File: src/rtl/mem_stage.sv
// Memory-access stage: runs ALU-stage load/store requests against data memory
// over a req/gnt/rvalid handshake and emits a one-cycle writeback record.

package mem_stage_pkg;
    typedef enum logic {
        BYTE = 1'b0,
        WORD = 1'b1
    } access_size_t;
endpackage

module mem_stage
    import mem_stage_pkg::*;
#(
    parameter int DATA_WIDTH     = 32,
    parameter int ADDR_WIDTH     = 32,
    parameter int REGISTER_WIDTH = 5
) (
    input  logic                      clk_i,
    input  logic                      rst_i,

    input  logic                      mem_valid_i,
    input  logic                      mem_is_load_i,
    input  logic                      mem_is_store_i,
    input  logic                      mem_reg_wr_en_i,
    input  logic [DATA_WIDTH-1:0]     mem_alu_result_i,
    input  logic [DATA_WIDTH-1:0]     mem_rs2_data_i,
    input  logic [REGISTER_WIDTH-1:0] mem_wr_reg_i,
    input  access_size_t              mem_access_size_i,
    output logic                      mem_stall_o,

    output logic                      dmem_req_o,
    output logic                      dmem_we_o,
    output logic [ADDR_WIDTH-1:0]     dmem_addr_o,
    output logic [DATA_WIDTH-1:0]     dmem_wdata_o,
    output logic [DATA_WIDTH/8-1:0]   dmem_be_o,
    input  logic                      dmem_gnt_i,
    input  logic                      dmem_rvalid_i,
    input  logic [DATA_WIDTH-1:0]     dmem_rdata_i,

    output logic                      wb_valid_o,
    output logic                      wb_reg_wr_en_o,
    output logic [REGISTER_WIDTH-1:0] wb_wr_reg_o,
    output logic [DATA_WIDTH-1:0]     wb_data_o,
    output logic                      misaligned_o
);

    localparam int BE_WIDTH = DATA_WIDTH / 8;

    localparam logic [1:0] S_IDLE = 2'd0;
    localparam logic [1:0] S_REQ  = 2'd1;
    localparam logic [1:0] S_WAIT = 2'd2;

    logic [1:0]                state;
    logic                      req_is_load;
    logic                      req_is_store;
    logic                      req_reg_wr_en;
    logic [ADDR_WIDTH-1:0]     req_addr;
    logic [DATA_WIDTH-1:0]     req_wdata;
    logic [REGISTER_WIDTH-1:0] req_wr_reg;
    access_size_t              req_size;

    logic [1:0]                req_off;
    logic [BE_WIDTH-1:0]       req_be;
    logic [DATA_WIDTH-1:0]     req_wdata_fmt;
    logic [7:0]                load_byte;
    logic [DATA_WIDTH-1:0]     load_data;
    logic                      new_misaligned;

    assign req_off        = req_addr[1:0];
    assign new_misaligned = (mem_access_size_i == WORD) && (mem_alu_result_i[1:0] != 2'b00);

    always_comb begin
        req_be        = {BE_WIDTH{1'b1}};
        req_wdata_fmt = req_wdata;
        if (req_size == BYTE) begin
            req_be        = BE_WIDTH'(1) << req_off;
            req_wdata_fmt = {BE_WIDTH{req_wdata[7:0]}};
        end
    end

    // Byte loads pick the addressed lane and sign-extend it (LB semantics).
    always_comb begin
        load_byte = dmem_rdata_i[{req_off, 3'b000} +: 8];
        load_data = dmem_rdata_i;
        if (req_size == BYTE) begin
            load_data = {{(DATA_WIDTH-8){load_byte[7]}}, load_byte};
        end
    end

    assign mem_stall_o  = (state != S_IDLE);
    assign dmem_req_o   = (state == S_REQ);
    assign dmem_we_o    = (state == S_REQ) && req_is_store;
    assign dmem_addr_o  = (state == S_REQ) ? {req_addr[ADDR_WIDTH-1:2], 2'b00} : '0;
    assign dmem_wdata_o = (state == S_REQ) ? req_wdata_fmt : '0;
    assign dmem_be_o    = (state == S_REQ) ? req_be : '0;

    always_ff @(posedge clk_i) begin
        if (rst_i) begin
            state          <= S_IDLE;
            req_is_load    <= 1'b0;
            req_is_store   <= 1'b0;
            req_reg_wr_en  <= 1'b0;
            req_addr       <= '0;
            req_wdata      <= '0;
            req_wr_reg     <= '0;
            req_size       <= BYTE;
            wb_valid_o     <= 1'b0;
            wb_reg_wr_en_o <= 1'b0;
            wb_wr_reg_o    <= '0;
            wb_data_o      <= '0;
            misaligned_o   <= 1'b0;
        end else begin
            wb_valid_o     <= 1'b0;
            wb_reg_wr_en_o <= 1'b0;
            misaligned_o   <= 1'b0;
            case (state)
                S_IDLE: begin
                    if (mem_valid_i) begin
                        req_is_load   <= mem_is_load_i;
                        req_is_store  <= mem_is_store_i;
                        req_reg_wr_en <= mem_reg_wr_en_i;
                        req_addr      <= mem_alu_result_i[ADDR_WIDTH-1:0];
                        req_wdata     <= mem_rs2_data_i;
                        req_wr_reg    <= mem_wr_reg_i;
                        req_size      <= mem_access_size_i;
                        // Misaligned words never reach memory; report and retire at once.
                        if (new_misaligned) begin
                            misaligned_o <= 1'b1;
                            wb_valid_o   <= 1'b1;
                            wb_wr_reg_o  <= mem_wr_reg_i;
                            wb_data_o    <= '0;
                        end else begin
                            state <= S_REQ;
                        end
                    end
                end
                S_REQ: begin
                    if (dmem_gnt_i) begin
                        if (req_is_load) begin
                            state <= S_WAIT;
                        end else begin
                            state       <= S_IDLE;
                            wb_valid_o  <= 1'b1;
                            wb_wr_reg_o <= req_wr_reg;
                            wb_data_o   <= '0;
                        end
                    end
                end
                S_WAIT: begin
                    if (dmem_rvalid_i) begin
                        state          <= S_IDLE;
                        wb_valid_o     <= 1'b1;
                        wb_reg_wr_en_o <= req_reg_wr_en;
                        wb_wr_reg_o    <= req_wr_reg;
                        wb_data_o      <= load_data;
                    end
                end
                default: state <= S_IDLE;
            endcase
        end
    end

endmodule

File: config.mk
export PLATFORM = sky130hd
export DESIGN_NAME = mem_stage
export DESIGN_NICKNAME = d
export VERILOG_FILES = /design/src/rtl/mem_stage.sv
export SDC_FILE = /design/constraint.sdc
export NUM_CORES = 1
export LEC_CHECK = 0
export BUFFER_PORTS_ARGS = -buffer_cell sky130_fd_sc_hd__buf_2
export CAP_MARGIN = 20
export CORE_ASPECT_RATIO = 2
export CORE_MARGIN = 2
export CORE_UTILIZATION = 42
export DETAILED_ROUTE_END_ITERATION = 10
export GPL_ROUTABILITY_DRIVEN = 0
export HOLD_SLACK_MARGIN = 0.12
export PLACE_DENSITY = 0.74
export SYNTH_ARGS = -nofsm -noshare
export SYNTH_HDL_FRONTEND = slang
export SYNTH_SLANG_ARGS = --single-unit
export TNS_END_PERCENT = 30
File: constraint.sdc
create_clock -name clk_i -period 1.8 [get_ports clk_i]
set_input_delay 0.36 -clock clk_i [delete_from_list [all_inputs] [get_ports clk_i]]
set_output_delay 0.36 -clock clk_i [all_outputs]
set_load 0.005 [all_outputs]
# [Yosys cells after proc, flatten, opt, wreduce, memory -nomap -nowiden]
# Index checks and enable logic that the tools add are counted.
[totals] register_bits=115 word_cells=67 out_inout_bits=111
[classes] muxes=30 eq_ne=8 reduce_logical=11 n_bitwise=3 n_shift=2
[op_table] op="$mux W32" n=9
[op_table] op="$pmux W32 S3" n=1
[op_table] op="$shiftx A32 B6 Y8" n=1
[op_table] op="$mux W5" n=5
[op_table] op="$pmux W5 S3" n=1
[op_table] op="$mux W2" n=5
[op_table] op="$ne A2 B2 Y1 const B" n=5
[op_table] op="$mux W4" n=2
[op_table] op="$pmux W2 S3" n=1
[op_table] op="$reduce_and A6 Y1" n=1
[op_table] op="$mux W1" n=5
[op_table] op="$reduce_and A4 Y1" n=1
[op_table] op="$reduce_bool A2 Y1" n=2
[op_table] op="$shl A1 B2 Y4 const A" n=1
[op_table] op="$not A1 Y1" n=3
[op_table] op="$pmux W1 S3" n=1
[op_table] op="$reduce_bool A3 Y1" n=1
[op_table] op="$reduce_or A3 Y1" n=1
[op_table] op="$eq A2 B1 Y1 const B" n=1
[op_table] op="$eq A2 B2 Y1 const B" n=1
[op_table] op="$logic_and A1 B1 Y1" n=2
[op_table] op="$logic_not A2 Y1" n=1
[op_table] op="$ne A2 B1 Y1 const B" n=1
[op_table] op="$reduce_and A2 Y1" n=1
[op_table] op="$reduce_or A2 Y1" n=1

# [Longest topological paths before layout]
# Gate-level depths: netlist (run 1).
[logic_depth] word_depth=5 ltp_mapped=8 mapped_depth_nobuf=6

# [Worst setup path before layout (run 1)]
# OpenSTA, ideal clock, no wires.
[synth_path] path_type="flip-flop to flip-flop" start="register state[0]" end="register wb_data_o[15]" setup_time_ns=0.070 setup_slack_ns=-0.036 arrival_ns=1.766 path_buffers=2 path_stages_with_launch=9 required_time_ns=1.730 cell_sequence="dfxtp_1 > inv_1 > ha_1 > or2b_2 > o2111ai_4 > or3_1 > buf_6 > buf_12 > o2bb2ai_1"
[synth_via] elab_chain_cells=3
[synth_lines] item="from (decl)" line_no="53" source="logic [1:0] state;"
[synth_lines] item="from (signal assigned)" line_no="99" source="state <= S_IDLE;"
[synth_lines] item="from (signal assigned)" line_no="133" source="state <= S_REQ;"
[synth_lines] item="from (signal assigned)" line_no="140" source="state <= S_WAIT;"
[synth_lines] item="$eq A2 B2 Y1 (tied with other cells)" line_no="116" source="case (state)"
[synth_lines] item="$ne A2 B2 Y1 (no line) (tied with other cells)"
[synth_lines] item="$reduce_and A6 Y1 (no line)"
[synth_lines] item="to (signal assigned)" line_no="155" source="wb_data_o <= load_data;"
[synth_lines] item="to (decl)" line_no="43" source="output logic [DATA_WIDTH-1:0] wb_data_o,"
# Parallel ways exist; a longest one is shown, timed or not.
# A chain may end at the register's enable or synchronous reset.

# [Worst setup path in the final report (run 1)]
[layout_path] start="register state[0]" end="output dmem_wdata_o[30]"
[layout_via] elab_chain_cells=2
[layout_lines] item="$eq A2 B1 Y1" line_no="94" source="assign dmem_wdata_o = (state == S_REQ) ? req_wdata_fmt : '0;"
[layout_lines] item="$mux W32" line_no="94"
[layout_lines] item="to (decl)" line_no="34" source="output logic [DATA_WIDTH-1:0] dmem_wdata_o,"
# Every way passes these cells.

==> results of run 1 <==
[final cells by class]
| type | instances | area (µm²) | share of cell area |
|---|---|---|---|
| antenna | 2 | 5.00 | 0.000622 |
| multi-input combinational | 477 | 2940 | 0.365 |
| sequential | 115 | 2310 | 0.287 |
| inverter | 17 | 63.8 | 0.00794 |
| clock buffer | 20 | 447 | 0.0556 |
| tap | 150 | 188 | 0.0233 |
| timing repair buffer | 262 | 1890 | 0.235 |
| clock inverter | 12 | 205 | 0.0255 |
[path summary, 6_finish.rpt]
check,end,slack [ns],start,cells after the start
worst max register to register,wb_data_o[19]$_SDFFE_PP0P_,-0.02,state[0]$_SDFFE_PP0P_,7
worst max-delay path,dmem_wdata_o[30],-0.16,state[0]$_SDFFE_PP0P_,5
worst min register to register,req_addr[29]$_SDFFE_PP0P_,0.45,req_addr[29]$_SDFFE_PP0P_,2
worst min-delay path,req_addr[15]$_SDFFE_PP0P_,0.18,mem_alu_result_i[15],3
[logic make-up after synthesis]
| group | count (synthesis) | synth area share |
|---|---|---|
| and+or+nand+nor | 264 | 0.220 |
| AOI/OAI and AO/OA | 191 | 0.241 |
| DFF | 115 | 0.427 |
| buffers and inverters | 76 | 0.0693 |
| muxes | 14 | 0.0283 |
| adders and majority gates | 6 | 0.0139 |
| other | 1 | 0.000695 |
[critical path: stages, from the launching register on]
cell	delay (ns)
dfxtp_4	0.38
ha_4	0.19
buf_12	0.14
clkbuf_16	0.13
a21boi_1	0.20
buf_2	0.15
[cell usage after synthesis (5+ instances only)]
cell type,instances
mux2i_1,13
o2bb2ai_1,17
nor2_1,5
ha_1,6
a21oi_2,8
o2bb2ai_2,8
a21oi_1,105
a311oi_1,5
nor2b_1,12
and2_1,41
a32oi_1,7
dfxtp_1,115
clkbuf_1,37
a21boi_0,24
nand2b_1,10
buf_6,7
o21ai_0,8
buf_1,6
inv_1,16
nand4_1,7
nand2_1,182
[what timing repair did]
item	in CTS	in global routing
setup endpoints to repair	92	115
gates resized for setup	70	60
cloned	2	6
pin swaps	10	6
endpoints found under the hold margin	0	0
buffers inserted	6	2
[report_power, final]
group | total, mW | internal (mW) | switching (mW) | leakage [nW]
Clock | 3.74 | 2.50 | 1.24 | 0.310
Combinational | 1.72 | 0.837 | 0.881 | 2.34
Sequential | 2.81 | 2.71 | 0.100 | 0.941
[through the flow]
stage          setup WS, ns  hold WS [ns]
6_report             -0.155         0.182
3_3_place_gp         0.0649         0.436
4_1_cts              -0.124         0.173
3_5_place_dp        -0.0392         0.441
5_1_grt              -0.210         0.178
2_1_floorplan       0.00651         0.410
[per-layer routing]
| layer | vias up | share of wire |
|---|---|---|
| li1 | 2680 | - |
| met1 | 2608 | 0.34 |
| met2 | 246 | 0.54 |
| met3 | 65 | 0.055 |
| met4 | 0 | 0.057 |
| met5 | - | 0 |
==> impl_metrics.py, run 1 <==
metrics = {
    "sta": {
        "finalSetupViolations": 75,
        "worstMarginPinSlew_ns": 0.637,
        "hold_viol": 0,
        "setup_tns_ns": -4.97,
        "min_period_ns": 1.96,
        "period_share": 1.09,
        "clock_skew_ns": 0.00874,
        "fin_ws_ns": -0.155,
        "max_freq_mhz": 511,
        "slew_headroom": 0.573,
        "rsz0062_at_grt": "yes",
        "maxSlewViolCount": 0,
    },
    "global_routing": {
        "antenna_found_initial": 1,
        "grt_pass1_wl_mm": 26.0,
        "grtUsageMet1": 0.241,
        "grt_pass1_vias": 5379,
        "globalRoute.busiestLayer": "met2",
        "grt-ovfl-total": 0,
        "grt_max_degree": 91,
        "use_met2": 0.426,
        "grt_use_met3": 0.0513,
        "grt_usage": 0.239,
    },
    "route": {
        "drt-pass1-iter-count": 6,
        "wl_mm": 17.6,
        "routed_via_density": 5.31,
        "vias": 5599,
        "drcViolationCount": 0,
        "avgRoutedWirePerCell_um": 16.7,
        "final_antenna_net_count": 0,
        "drt_iter0_markers": 205,
    },
    "floorplan": {
        "pin_count": 221,
        "die_x_um": 84.1,
        "dieArea_mm2": 0.0138,
        "core_mm2": 0.0126,
        "die_y_um": 164,
        "initial_core_util": 0.430,
        "num_rows": 58,
    },
    "worst_setup_path": {
        "worst_ep_required_time_ns": 1.44,
        "critPathArrivalTime_ns": 1.60,
        "start_kind": "flop",
        "crit_type": "reg -> out",
        "path_max_fanout": 5,
        "end_kind": "output port",
    },
    "clocking": {
        "cts_hold_buffers": 0,
        "cts-root-buf": "clkbuf_16",
        "cts_tree": "built",
        "cts.clk_slew.worst_paths_ns": 0.06,
        "cts_buffers": 17,
        "cts_buffer_depth": 2,
        "clock-sinks": 115,
        "insertion_delay_ns": 0.41,
        "cts-htree-levels": 4,
    },
    "logic_synthesis": {
        "synth_edf_count": 0,
        "synth_area_per_cell_um2": 8.09,
        "yosysWarnings": 0,
        "ys_seq_area_frac": 0.427,
        "synth-seq-cells": 115,
        "netlist_instances": 667,
        "async_flop_share": 0,
        "synth_top_area_frac": 0.427,
        "syn_area_mm2": 0.00540,
        "synthDistinctLibCells": 39,
        "synthTopCellsByArea": "dfxtp_1, nand2_1, a21oi_1, and2_1, a21boi_0",
        "synth_top_area_cell": "dfxtp_1",
        "synthFlopType": "dfxtp_1",
    },
    "power": {
        "finalPower_mw": 8.26,
        "leakage_nw": 3.59,
        "vdd.ir_drop.worst_v": 0.000801,
        "p_per_area_mw_per_mm2": 1030,
    },
    "outcome": {
        "outcome": "finished with violations",
        "violations": "negative setup slack",
    },
    "layout": {
        "layout_commonest_cell": "buf_2",
        "n_fill_cell": 1090,
        "finalNetCount": 1006,
        "fin_util": 0.640,
        "mostFrequentLayoutCells": "buf_2, nand2_1, dfxtp_1",
        "final_cells": 1055,
        "stdcell_area_mm2": 0.00804,
        "drive_gt1_frac": 0.426,
        "reg_top3": "req_addr (32), req_wdata (32), wb_data_o (32)",
        "area_growth_pct": 49.0,
    },
    "placed_design": {
        "place_inst": 1007,
        "postPlaceCellArea_mm2": 0.00675,
        "port_buffers": 218,
        "hpwl_mm": 12.0,
    },
    "job": {
        "drv_cap": 0,
    },
    "worst_hold_path": {
        "hold_path_class": "in -> reg",
    },
}
Note: power is estimated with default switching activity, not from simulation.
==> run 2, diff against run 1 <==
==> constraint.sdc (replaced) <==
create_clock -name clk_i -period 1.8 [get_ports clk_i]
set_input_delay 0.18 -clock clk_i [delete_from_list [all_inputs] [get_ports clk_i]]
set_output_delay 0.18 -clock clk_i [all_outputs]
set_load 0.005 [all_outputs]
==> run 2 against run 1 <==
Net effect: the flow now finishes without violations; global-route usage rose by 2.3 points; critical path depth unchanged; design area is 7.7% higher; critical endpoint is now dmem_wdata_o[22]; highest routed layer unchanged.
==> impl_metrics.py, run 2 (synthesis results as in run 1) <==
metrics = {
    "outcome": {
        "outcome": "completed",
    },
    "worst_setup_path": {
        "r2r_cells": 7,
        "r2r_start": "state[0]$_SDFFE_PP0P_",
        "critPathArrivalTime_ns": 1.61,
        "rr_endpoint": "wb_data_o[30]$_SDFFE_PP0P_",
        "crit_slowest_cell": "dfxtp_2",
        "path_cells": "inv_4 -> ha_4 -> clkbuf_16 -> a21boi_2 -> buf_2",
        "cpPeakStageDelay_ns": 0.34,
        "reg2reg_slack_ns": 0.04,
        "worst_ep_required_time_ns": 1.62,
        "start_kind": "flop",
        "crit_start": "state[1]$_SDFFE_PP0P_",
        "path_max_fanout": 8,
        "end_kind": "output port",
        "endpoint": "dmem_wdata_o[22]",
        "crit_type": "reg -> out",
    },
    "layout": {
        "n_fill_cell": 941,
        "stdcell_area_mm2": 0.00866,
        "area_growth_pct": 60.5,
        "finalNetCount": 1096,
        "layout_commonest_cell": "buf_2",
        "drive_gt1_frac": 0.366,
        "reg_top3": "req_addr (32), req_wdata (32), wb_data_o (32)",
        "mostFrequentLayoutCells": "buf_2, nand2_1, dfxtp_1",
        "antennaDiodeCount": 0,
    },
    "floorplan": {
        "die_y_um": 164,
        "initial_core_util": 0.430,
        "dieArea_mm2": 0.0138,
        "pin_count": 221,
        "die_x_um": 84.1,
        "core_mm2": 0.0126,
        "num_rows": 58,
    },
    "route": {
        "vias": 6034,
        "routed_via_density": 5.28,
        "drt_iter0_markers": 228,
        "drt-pass1-iter-count": 5,
        "avgRoutedWirePerCell_um": 17.4,
        "drcViolationCount": 0,
        "final_antenna_net_count": 0,
        "wl_mm": 19.8,
    },
    "power": {
        "finalPower_mw": 7.73,
        "leakage_nw": 3.87,
        "vdd.ir_drop.worst_v": 0.000710,
        "p_per_area_mw_per_mm2": 892,
    },
    "sta": {
        "maxSlewViolCount": 0,
        "period_share": 0.992,
        "max_freq_mhz": 560,
        "hold_viol": 0,
        "worstMarginPinSlew_ns": 0.682,
        "clock_skew_ns": 0.00814,
        "min_period_ns": 1.79,
        "rsz0062_at_grt": "yes",
        "slew_headroom": 0.544,
        "setup_tns_ns": 0,
        "finalSetupViolations": 0,
        "whs_ns": 0.149,
    },
    "clocking": {
        "cts-htree-levels": 4,
        "cts_buffers": 17,
        "cts-root-buf": "clkbuf_16",
        "insertion_delay_ns": 0.40,
        "cts.clk_slew.worst_paths_ns": 0.06,
        "cts_buffer_depth": 2,
        "clock-sinks": 115,
        "cts_tree": "built",
    },
    "placed_design": {
        "hpwl_mm": 11.8,
        "postPlaceCellArea_mm2": 0.00669,
        "port_buffers": 218,
    },
    "global_routing": {
        "grt-ovfl-total": 0,
        "grt_max_degree": 49,
        "antenna_found_initial": 0,
        "grt_pass1_vias": 5915,
        "grt_usage": 0.263,
        "grt_pass1_wl_mm": 28.8,
    },
    "job": {
        "drv_cap": 0,
    },
    "worst_hold_path": {
        "hold_path_class": "in -> reg",
    },
}
[run 2: metrics by stage]
stage,utilization,instances,worst slack (ns)
2_1_floorplan,-,668,0.00651
3_3_place_gp,0.533,1004,-0.0678
3_5_place_dp,0.533,1004,-0.137
4_1_cts,0.661,1136,-0.0322
5_1_grt,0.690,1142,-0.0395
6_report,0.690,1142,0.0143
[run 2: how the worst min path moves through the flow]
| stage | endpoint | slack (ns) | cells after the start | startpoint |
|---|---|---|---|---|
| 4_1_cts | wb_data_o[1]$_SDFFE_PP0P_ | 0.13 | 5 | dmem_rdata_i[1] |
| 6_report | wb_data_o[1]$_SDFFE_PP0P_ | 0.15 | 5 | dmem_rdata_i[1] |
| 3_5_place_dp | req_wdata[10]$_SDFFE_PP0P_ | 0.43 | 3 | mem_rs2_data_i[10] |
| 3_3_place_gp | req_addr[30]$_SDFFE_PP0P_ | 0.42 | 3 | mem_alu_result_i[30] |
| 2_1_floorplan | wb_reg_wr_en_o$_SDFF_PP0_ | 0.30 | 2 | dmem_rvalid_i |
| 5_1_grt | wb_data_o[6]$_SDFFE_PP0P_ | 0.17 | 5 | dmem_rdata_i[6] |
[run 2: report_power, final]
group          switching [mW]  leakage, nW  internal (mW)
registers              0.0946        0.941           2.71
clock network            1.17        0.270           2.03
logic                   0.902         2.66          0.825
[run 2: routing by layer]
metal	vias up	part of all wire	track usage
met1	2798	0.34	0.261
li1	2864	-	-
met5	-	0	0
met4	0	0.064	0.205
met2	287	0.54	0.464
met3	85	0.054	0.0598
[run 2: timing repair]
item,CTS,global route
hold buffers,100,0
gates resized for setup,12,78
cloned,1,5
pin swaps,0,5
setup buffers,0,1
setup endpoints to repair,84,53
hold endpoints to repair,102,0
[run 2: critical path: cells and delay by family (launching register included)]
family,cells,cell delay [ns]
adders and majority gates,1,0.27
DFF,1,0.34
AOI/OAI and AO/OA,1,0.18
buffers and inverters,3,0.42
[run 2: layout make-up]
class,instances,area (µm²),area share
Clock buffer,22,484,0.0559
Inverter,17,66.3,0.00766
Timing Repair Buffer,352,2570,0.297
Tap cell,150,188,0.0217
Sequential cell,115,2310,0.267
Clock inverter,9,80.1,0.00925
Multi-Input combinational cell,477,2960,0.341
==> run 3, diff against run 2 <==
- MAX_ROUTING_LAYER: not set -> met4
==> run 3 against run 2 <==
Net effect: the run now ends with negative setup slack left; combinational power about the same; design area increased by 0.55%; count of clock-buffer cells in the layout unchanged; wire length increased by 0.86%; sequential power about the same; register-to-register slack about the same; critical path depth unchanged; sequential share of layout area decreased by 0.15 points.
==> impl_metrics.py, run 3 (synthesis results as in run 1) <==
metrics = {
    "outcome": {
        "outcome": "finished with violations",
        "violations": "negative setup slack",
    },
    "worst_setup_path": {
        "r2r_cells": 7,
        "reg2reg_slack_ns": 0.05,
        "end_kind": "output port",
        "crit_start": "state[1]$_SDFFE_PP0P_",
        "path_cells": "inv_4 -> ha_4 -> clkbuf_16 -> a21boi_2 -> buf_2",
        "rr_endpoint": "wb_data_o[22]$_SDFFE_PP0P_",
        "critPathArrivalTime_ns": 1.63,
        "crit_slowest_cell": "dfxtp_2",
        "crit_buf_inv": 3,
        "r2r_start": "state[0]$_SDFFE_PP0P_",
        "cpPeakStageDelay_ns": 0.35,
        "crit_type": "reg -> out",
        "worst_ep_required_time_ns": 1.62,
        "cp.depth": 5,
        "start_kind": "flop",
        "path_max_fanout": 8,
        "cp_top_family": "buffers and inverters",
    },
    "sta": {
        "rsz0062_at_grt": "yes",
        "fin_ws_ns": -0.0114,
        "slew_headroom": 0.535,
        "setup_tns_ns": -0.0114,
        "period_share": 1.01,
        "maxSlewViolCount": 0,
        "hold_viol": 0,
        "min_period_ns": 1.81,
        "finalSetupViolations": 1,
        "max_freq_mhz": 552,
        "whs_ns": 0.147,
        "worstMarginPinSlew_ns": 0.697,
        "clock_skew_ns": 0.00980,
    },
    "clocking": {
        "cts_buffers": 17,
        "cts.clk_slew.worst_paths_ns": 0.06,
        "cts-htree-levels": 4,
        "insertion_delay_ns": 0.40,
        "clock-sinks": 115,
        "cts_tree": "built",
        "cts-root-buf": "clkbuf_16",
        "cts_buffer_depth": 2,
    },
    "layout": {
        "mostFrequentLayoutCells": "buf_2, nand2_1, dfxtp_1",
        "stdcell_area_mm2": 0.00870,
        "layout_commonest_cell": "buf_2",
        "reg_top3": "req_addr (32), req_wdata (32), wb_data_o (32)",
        "fin_util": 0.693,
        "drive_gt1_frac": 0.370,
        "finalNetCount": 1097,
        "final_cells": 1143,
        "area_growth_pct": 61.3,
        "n_fill_cell": 938,
        "antennaDiodeCount": 0,
    },
    "worst_hold_path": {
        "worstHoldPathCells": 5,
        "hp-start": "dmem_rdata_i[1]",
        "hold_path_class": "in -> reg",
        "hold_path_end": "wb_data_o[1]$_SDFFE_PP0P_",
    },
    "route": {
        "avgRoutedWirePerCell_um": 17.5,
        "wl_mm": 20.0,
        "drt_iter0_markers": 265,
        "routed_via_density": 5.28,
        "drt-pass1-iter-count": 5,
        "drcViolationCount": 0,
        "final_antenna_net_count": 0,
        "vias": 6036,
    },
    "placed_design": {
        "dpl_worst_slack_ns": -0.137,
        "place_inst": 1004,
        "postPlaceCellArea_mm2": 0.00669,
        "port_buffers": 218,
        "hpwl_mm": 11.8,
    },
    "power": {
        "vdd.ir_drop.worst_v": 0.000713,
        "leakage_nw": 3.89,
        "p_per_area_mw_per_mm2": 888,
        "finalPower_mw": 7.73,
    },
    "floorplan": {
        "initial_core_util": 0.430,
        "dieArea_mm2": 0.0138,
        "die_x_um": 84.1,
        "core_mm2": 0.0126,
        "num_rows": 58,
        "die_y_um": 164,
        "pin_count": 221,
    },
    "global_routing": {
        "grt_usage": 0.271,
        "grt-ovfl-total": 0,
        "grt_pass1_vias": 5908,
        "grt_max_degree": 49,
        "antenna_found_initial": 0,
        "grt_pass1_wl_mm": 28.8,
    },
    "job": {
        "drv_cap": 0,
    },
}
-- run 3: what timing repair did --
item	CTS	global route
cloned	1	6
setup buffers	0	1
hold buffers	100	0
setup endpoints to repair	84	52
resized for setup	12	82
pin swaps	0	7
hold endpoints to repair	102	0
-- run 3: final cells by class --
type | instances | area (µm²) | share of cell area
clock inverters | 9 | 80.1 | 0.00920
multi-input cells | 477 | 2980 | 0.342
repair buffers | 353 | 2600 | 0.299
clock buffers | 22 | 484 | 0.0556
inverters | 17 | 66.3 | 0.00762
flip-flops and latches | 115 | 2310 | 0.265
well taps | 150 | 188 | 0.0216
-- run 3: worst register-to-register path, stage by stage (launching register included) --
cell and delay, ns:
dfxtp_2 0.33, inv_1 0.08, ha_2 0.20, or2b_4 0.22, o2111ai_4 0.09, or3_4 0.43
buf_6 0.18, o2bb2ai_1 0.15
-- run 3: per-layer routing --
| metal | up-vias | GRT usage | part of all wire |
|---|---|---|---|
| met4 | 0 | 0.205 | 0.073 |
| li1 | 2867 | - | - |
| met2 | 283 | 0.464 | 0.54 |
| met1 | 2796 | 0.271 | 0.34 |
| met5 | - | - | 0 |
| met3 | 90 | 0.0482 | 0.045 |
-- run 3: where the power goes --
part / total [mW] / switching (mW) / internal (mW)
Combinational: 1.73 / 0.908 / 0.825
Sequential: 2.80 / 0.0945 / 2.71
Clock: 3.20 / 1.17 / 2.03
-- run 3: worst max-delay path by stage --
stage                                 end
2_1_floorplan  wb_data_o[15]$_SDFFE_PP0P_
3_3_place_gp   wb_data_o[30]$_SDFFE_PP0P_
3_5_place_dp   wb_data_o[30]$_SDFFE_PP0P_
4_1_cts                  dmem_wdata_o[29]
5_1_grt                  dmem_wdata_o[16]
6_report                 dmem_wdata_o[22]
